$ cat config.mk
export PLATFORM = sky130hd
export DESIGN_NAME = alu_cmd_sequencer
export DESIGN_NICKNAME = d
export VERILOG_FILES = /design/src/rtl/alu_cmd_sequencer.sv
export SDC_FILE = /design/constraint.sdc
export NUM_CORES = 1
export LEC_CHECK = 0
export CORE_MARGIN = 10
export CORE_UTILIZATION = 55
export CTS_BUF_LIST = sky130_fd_sc_hd__clkbuf_8
export DETAILED_ROUTE_END_ITERATION = 16
export DONT_BUFFER_PORTS = 1
export GPL_ROUTABILITY_DRIVEN = 0
export HOLD_SLACK_MARGIN = 0.02
export PLACE_DENSITY = 0.73
export SLEW_MARGIN = 20
export SYNTH_ARGS = -nofsm -noshare
export SYNTH_HDL_FRONTEND = slang
export SYNTH_SLANG_ARGS = --single-unit
$ cat constraint.sdc
create_clock -name clk -period 3 [get_ports clk]
set_input_delay 0.3 -clock clk [delete_from_list [all_inputs] [get_ports clk]]
set_output_delay 0.3 -clock clk [all_outputs]
set_load 0.02 [all_outputs]
$ cat src/rtl/alu_cmd_sequencer.sv
// Command sequencer for the 16-bit BreadBoard ALU: buffers (opcode, operand) commands,
// issues them one at a time, and returns each captured result on a valid/ready channel.
module alu_cmd_sequencer #(
  parameter int         DEPTH   = 4,
  parameter int         ALU_LAT = 1,
  parameter logic [3:0] HOLD_OP = 4'hE
) (
  input  logic                    clk,
  input  logic                    rst,
  input  logic                    cmd_valid,
  output logic                    cmd_ready,
  input  logic [3:0]              cmd_op,
  input  logic [15:0]             cmd_operand,
  output logic                    rsp_valid,
  input  logic                    rsp_ready,
  output logic [3:0]              rsp_op,
  output logic [31:0]             rsp_data,
  output logic [1:0]              rsp_err,
  output logic [3:0]              alu_op,
  output logic [15:0]             alu_operand,
  input  logic [31:0]             alu_result,
  input  logic [1:0]              alu_err,
  output logic                    busy,
  output logic [$clog2(DEPTH):0]  fifo_count
);

  localparam int AW = $clog2(DEPTH);
  localparam int CW = (ALU_LAT > 1) ? $clog2(ALU_LAT) : 1;
  localparam logic [AW:0]   FULL_COUNT = DEPTH[AW:0];
  localparam logic [CW-1:0] LAST_CYCLE = CW'(ALU_LAT - 1);
  localparam logic [3:0]    ILLEGAL_OP = 4'hF;

  typedef enum logic [1:0] {IDLE, ISSUE, RESP} state_e;

  state_e        state_q;
  logic [19:0]   mem_q [DEPTH];
  logic [AW-1:0] wr_ptr_q, wr_ptr_d, rd_ptr_q, rd_ptr_d;
  logic [AW:0]   count_q, count_d;
  logic          push, pop;
  logic [19:0]   head;
  logic [CW-1:0] cnt_q;
  logic          rsp_valid_q;
  logic [3:0]    rsp_op_q, alu_op_q;
  logic [31:0]   rsp_data_q;
  logic [1:0]    rsp_err_q;
  logic [15:0]   alu_operand_q;

  // Readiness comes only from the registered count, so a same-cycle pop never raises it.
  assign cmd_ready   = (count_q != FULL_COUNT);
  assign head        = mem_q[rd_ptr_q];
  assign busy        = (state_q != IDLE) || (count_q != '0);
  assign fifo_count  = count_q;
  assign rsp_valid   = rsp_valid_q;
  assign rsp_op      = rsp_op_q;
  assign rsp_data    = rsp_data_q;
  assign rsp_err     = rsp_err_q;
  assign alu_op      = alu_op_q;
  assign alu_operand = alu_operand_q;

  always_comb begin
    push     = cmd_valid && cmd_ready;
    pop      = (state_q == IDLE) && (count_q != '0);
    wr_ptr_d = push ? wr_ptr_q + 1'b1 : wr_ptr_q;
    rd_ptr_d = pop  ? rd_ptr_q + 1'b1 : rd_ptr_q;
    count_d  = count_q;
    case ({push, pop})
      2'b10:   count_d = count_q + 1'b1;
      2'b01:   count_d = count_q - 1'b1;
      default: count_d = count_q;
    endcase
  end

  always_ff @(posedge clk) begin
    if (push) mem_q[wr_ptr_q] <= {cmd_op, cmd_operand};
  end

  always_ff @(posedge clk) begin
    if (rst) begin
      wr_ptr_q <= '0;
      rd_ptr_q <= '0;
      count_q  <= '0;
    end else begin
      wr_ptr_q <= wr_ptr_d;
      rd_ptr_q <= rd_ptr_d;
      count_q  <= count_d;
    end
  end

  // alu_op_q/alu_operand_q double as the issue register; illegal opcodes bypass the ALU.
  always_ff @(posedge clk) begin
    if (rst) begin
      state_q       <= IDLE;
      cnt_q         <= '0;
      rsp_valid_q   <= 1'b0;
      rsp_op_q      <= 4'h0;
      rsp_data_q    <= 32'h0;
      rsp_err_q     <= 2'b00;
      alu_op_q      <= HOLD_OP;
      alu_operand_q <= 16'h0;
    end else begin
      case (state_q)
        IDLE: begin
          if (pop) begin
            if (head[19:16] == ILLEGAL_OP) begin
              state_q     <= RESP;
              rsp_valid_q <= 1'b1;
              rsp_data_q  <= 32'h0;
              rsp_err_q   <= 2'b11;
              rsp_op_q    <= ILLEGAL_OP;
            end else begin
              state_q       <= ISSUE;
              cnt_q         <= '0;
              alu_op_q      <= head[19:16];
              alu_operand_q <= head[15:0];
            end
          end
        end
        ISSUE: begin
          if (cnt_q == LAST_CYCLE) begin
            state_q       <= RESP;
            rsp_valid_q   <= 1'b1;
            rsp_data_q    <= alu_result;
            rsp_err_q     <= alu_err;
            rsp_op_q      <= alu_op_q;
            alu_op_q      <= HOLD_OP;
            alu_operand_q <= 16'h0;
          end else begin
            cnt_q <= cnt_q + 1'b1;
          end
        end
        RESP: begin
          if (rsp_ready) begin
            state_q     <= IDLE;
            rsp_valid_q <= 1'b0;
          end
        end
        default: state_q <= IDLE;
      endcase
    end
  end

endmodule
Yosys cells after proc, flatten, opt, wreduce, memory -nomap -nowiden
Memory sizes are Yosys's and may differ from the RTL's. A register that Yosys moved wholly into a read port is not among the register bits. Cells that the tools add are included.

$add $sub $neg: 5. Equal/unequal tests: 11. Muxes and demuxes: 39. Reduce and logical (&&, ||, !) cells: 14.

Operators by type and width (count): 32-bit 2-to-1 mux (3); 32-bit case mux with 2 select lines (1); 16-bit 2-to-1 mux (3); 16-bit case mux with 2 select lines (1); 4-bit 2-to-1 mux (6); 2-bit 2-to-1 mux (9); 4-bit case mux with 2 select lines (2); 1-bit 2-to-1 mux (9); 2-bit != test (second input constant) (4); 4-bit AND reduction (2); 2-bit case mux with 3 select lines (1); 3-bit case mux with 2 select lines (1); 3-bit AND reduction (2); 2-bit nonzero test (3); 3-bit nonzero test (2); 5-bit AND reduction (1); 2-bit by 1-bit adder with 2-bit output (second input constant) (2); 2-bit by 1-bit equality test with 1-bit output (second input constant) (2); 2-bit equality test (second input constant) (2); 4-bit equality test (second input constant) (1); 2-bit case mux with 2 select lines (1); 3-bit by 1-bit adder with 3-bit output (second input constant) (1); 3-bit != test (second input constant) (1); 1-bit case mux with 3 select lines (1); other kinds (7) (8).

Register bits after elaboration: 69. RAM bits: 80. Input port bits: 58. Output and inout bits: 64. Word-level logic and storage cells: 81. Memories: 1.

Memory list: mem_q (depth 4, bits a word 20, rd ports 1, clocked after memory_dff 1, write ports 1, line 36) `logic [19:0] mem_q [DEPTH];`.

Logic depth before layout (Yosys ltp)
Depth in word-level cells: 4. Mapped depth: 9. Gate-level depth less buffers: 9.

Worst setup path before layout
Ideal clock, no wire load.

Path type: flip-flop to flip-flop. Start point: register count_q[2], in the netlist fifo_count[2]. End point: register count_q[2], in the netlist fifo_count[2]. Setup time: 70 ps. Arrival time: 2460 ps. Path slack: 470 ps. Cell stages (with the launch flop): 10. Period minus slack after synthesis: 2530 ps. Cells stage by stage: dfxtp_1 -> or3b_1 -> and2_1 -> inv_1 -> ha_1 -> inv_1 -> fa_1 -> xor2_1 -> or3_1 -> a21oi_1.

Longest elaborated chain between the ends: 4. Elaborated cells on any way between the ends: 10. Classes of those cells: add/sub (2); eq/ne (3); mux (1); reduce/logical (4).

RTL lines: from (decl) (line 38) `logic [AW:0] count_q, count_d;`; from (signal assigned) (line 85) `count_q <= count_d;`; 3-bit != test (*) (line 49) `assign cmd_ready = (count_q != FULL_COUNT);`; net cmd_ready (line 11) `output logic cmd_ready,`; 1-bit logical AND (*) (line 61) `push = cmd_valid && cmd_ready;`; 2-bit by 1-bit equality test with 1-bit output / 2-bit equality test (equally long branches) (line 66) `case ({push, pop})`; 3-bit case mux with 2 select lines / 2-bit nonzero test (equally long branches).

Mark *: on every way through the listed nets, which the timed path passes. The rest lies on a longest branch. A chain may end at the register's enable or synchronous reset.

==> results_dict.tcl <==
set metrics [dict create \
    r2r_cells 6 \
    die-area_um2 14300 \
    ctsResizeCount 0 \
    cts_tree "built" \
    yosys_warnings 0 \
    syn_inst 374 \
    tns_ns 0 \
    synthTopCellsByArea "edfxtp_1 (44%), dfxtp_1 (26%), mux4_2 (6.6%)" \
    p_per_area_nw_per_um2 999 \
    nNetsFinal 495 \
    ys_seq_area_frac 0.697 \
    drcViolationCount 0 \
    cp-start-kind "flop" \
    clk_latency_ns 0.43 \
    synthDistinctLibCells 37 \
    hold_violations 0 \
    ys_ff_latch 150 \
    layout.cells.non_filler 578 \
    path_class "flop to flop" \
    worst_r2r_endpoint "rsp_data[0]" \
    vias_per_cell 5.74 \
    grt_max_degree 45 \
    grt_usage 0.167 \
    cp_max_fo 33 \
    hold_path_class "input pin to flop" \
    cp.arrival_ns 3.08 \
    die_h_um 120 \
    p_leak_nw 2.23 \
    report.final.slew_viol_count 0 \
    yosysTopAreaCellShare 0.440 \
    io_buffers 0 \
    synthTopCellsByCount "edfxtp_1 (80), dfxtp_1 (70), a21oi_1 (36), nand2_1 (36), o21ai_0 (27)" \
    path_clk_slew_ns 0.08 \
    end_kind "flop" \
    crit_path_top_delay_cell "dfxtp_1" \
    area_growth_pct 19.5 \
    slew_headroom 0.309 \
    crit_end "rsp_data[0]" \
    maxCapViolCount 0 \
    wl_um 11800 \
    wl_per_cell_um 20.5 \
    clkPwrFrac 0.233 \
    num_io_pins 122 \
    setup_viol 0 \
    min_period_ns 2.71 \
    synth_edf_count 80 \
    synth_fp_nets 438 \
    row_count 36 \
    htree_levels 4 \
    critPathMaxStageDelay_ns 0.65 \
    antenna_found_initial 1 \
    skew_ns 0.0104 \
    rsz0062_at_grt "no" \
    coreArea_um2 9730 \
    outcome "completed" \
    seqPwrFrac 0.510 \
    grt_pass1_vias 3482 \
    grt_pass1_wl_um 18600 \
    cts_root_buffer "clkbuf_8" \
    yosys.area.top_type "edfxtp_1" \
    net-switching-power_mw 2.46 \
    min_period_over_period 0.903 \
    netlist_area_um2 5460 \
    p_int_mw 4.05 \
    ir_worst_vdd_mv 0.728 \
    dpl.hpwl_um 7920 \
    synth_ff_type "edfxtp_1" \
    first_pass_iters 5 \
    tightestPinTransition_ns 1.04 \
    dp.cells 492 \
    via_count 3319 \
    r2r_slack_ns 0.29 \
    initial_utilization 0.561 \
    fmax_mhz 369 \
    cts_buffers 17 \
    synthArstFlopShare 0 \
    die_w_um 120 \
    syn_avg_cell_area_um2 14.6 \
    clockBufferDepth 2 \
    grt_overflow 0 \
    switching_share 0.378 \
    cp.required_ns 3.37 \
    drive_gt1_frac 0.155 \
    pwr-share-comb 0.257 \
    synth.most_common_cell "edfxtp_1" \
    drtIter0Drc 313 \
    crit_path_cell_trace "mux4_2, a41oi_2, buf_4, o21ai_0, a21oi_1, dlygate4sd3_1" \
    cts_sinks 150 \
    ant_nets 0 \
    n_fill_cell 688 \
]
## critical path: cells and delay by family, from the launching register on
kind	cells	cell delay, ns
flip-flops	1	0.65
multiplexers	1	0.61
buffers and inverters	2	0.87
AO/OA/AOI/OAI	3	0.51
## kinds of logic (layout without fill, tap and decap cells)
| group | Yosys count | in the layout | synth area share |
|---|---|---|---|
| adder cells (fa/ha/maj) | 6 | 6 | 0.0151 |
| flip-flops | 150 | 150 | 0.697 |
| buffers and inverters | 29 | 99 | 0.0250 |
| AO/OA/AOI/OAI | 101 | 101 | 0.118 |
| XOR/XNOR | 5 | 5 | 0.00802 |
| AND/OR/NAND/NOR | 63 | 63 | 0.0516 |
| multiplexers | 20 | 20 | 0.0853 |
| other | 0 | 1 | 0 |
## routing by layer
layer	up-vias	routed length (um)	global-route usage
met1	1649	4280	0.183
li1	1534	-	-
met2	114	6230	0.277
met4	0	356	0.0822
met3	22	969	0.0675
met5	-	0	0
## power groups by stage
| stage | clock network [mW] | logic, mW | registers [mW] |
|---|---|---|---|
| 2_1_floorplan | 0 | 1.33 | 3.20 |
| 3_3_place_gp | 0 | 1.54 | 3.37 |
| 3_5_place_dp | 0 | 1.59 | 3.39 |
| 4_1_cts | 1.55 | 1.68 | 3.34 |
| 5_1_grt | 1.64 | 1.88 | 3.38 |
| 6_report | 1.52 | 1.68 | 3.32 |
## sequential cells by signal (all words and copies together), names as in the netlist, named ones only
| register | cells |
|---|---|
| alu_operand | 16 |
| rsp_op | 4 |
| wr_ptr_q | 2 |
| rsp_err | 2 |
| fifo_count | 3 |
| rd_ptr_q | 2 |
| mem_q | 80 |
| rsp_data | 32 |
| alu_op | 4 |
| state_q | 2 |
| rsp_valid | 1 |
## through the flow
stage | utilization | area (um^2) | hold WS, ns | power [mW] | setup WS, ns
floorplan | - | 5460 | 0.399 | 4.54 | 0.470
global placement | 0.572 | 5570 | 0.374 | 4.91 | 0.591
detailed placement | 0.572 | 5570 | 0.376 | 4.99 | 0.477
CTS | 0.669 | 6510 | 0.0417 | 6.57 | 0.297
global route | 0.670 | 6520 | 0.0394 | 6.90 | 0.0997
finish | 0.670 | 6520 | 0.0692 | 6.52 | 0.291
## what timing repair did
item | in CTS | in global routing
endpoints found under the hold margin | 125 | 0
buffers inserted | 0 | 0
hold buffers | 53 | 0
## worst min-delay path by stage
stage          cells after the start           end      startpoint  slack, ns
2_1_floorplan                      0   mem_q[0][0]  cmd_operand[0]       0.40
3_3_place_gp                       1  rsp_data[13]             rst       0.37
3_5_place_dp                       1   rsp_data[1]             rst       0.38
4_1_cts                            1    rsp_err[0]      alu_err[0]       0.04
5_1_grt                            1    rsp_err[1]      alu_err[1]       0.04
6_report                           1    rsp_err[1]      alu_err[1]       0.07
## cells in the final DEF (no fill, tap or decap), types with 8 or more instances in the layout
cell type and instances:
inv_1 8, edfxtp_1 80, clkbuf_8 17, nand2_1 36, dlygate4sd3_1 52, mux4_2 16
nor2_1 10, o21ai_0 27, a21oi_1 36, a22o_1 18, dfxtp_1 70
## cell type report
cell class	count	area (um^2)	area share
clock buffer	17	234	0.0359
inverter	8	30.0	0.00460
timing repair buffer	59	586	0.0898
sequential	150	3800	0.583
tap	133	166	0.0255
antenna	1	2.50	0.000384
multi-input combinational	195	1530	0.235
clock inverter	15	169	0.0259
(Power assumes the default switching activity.)
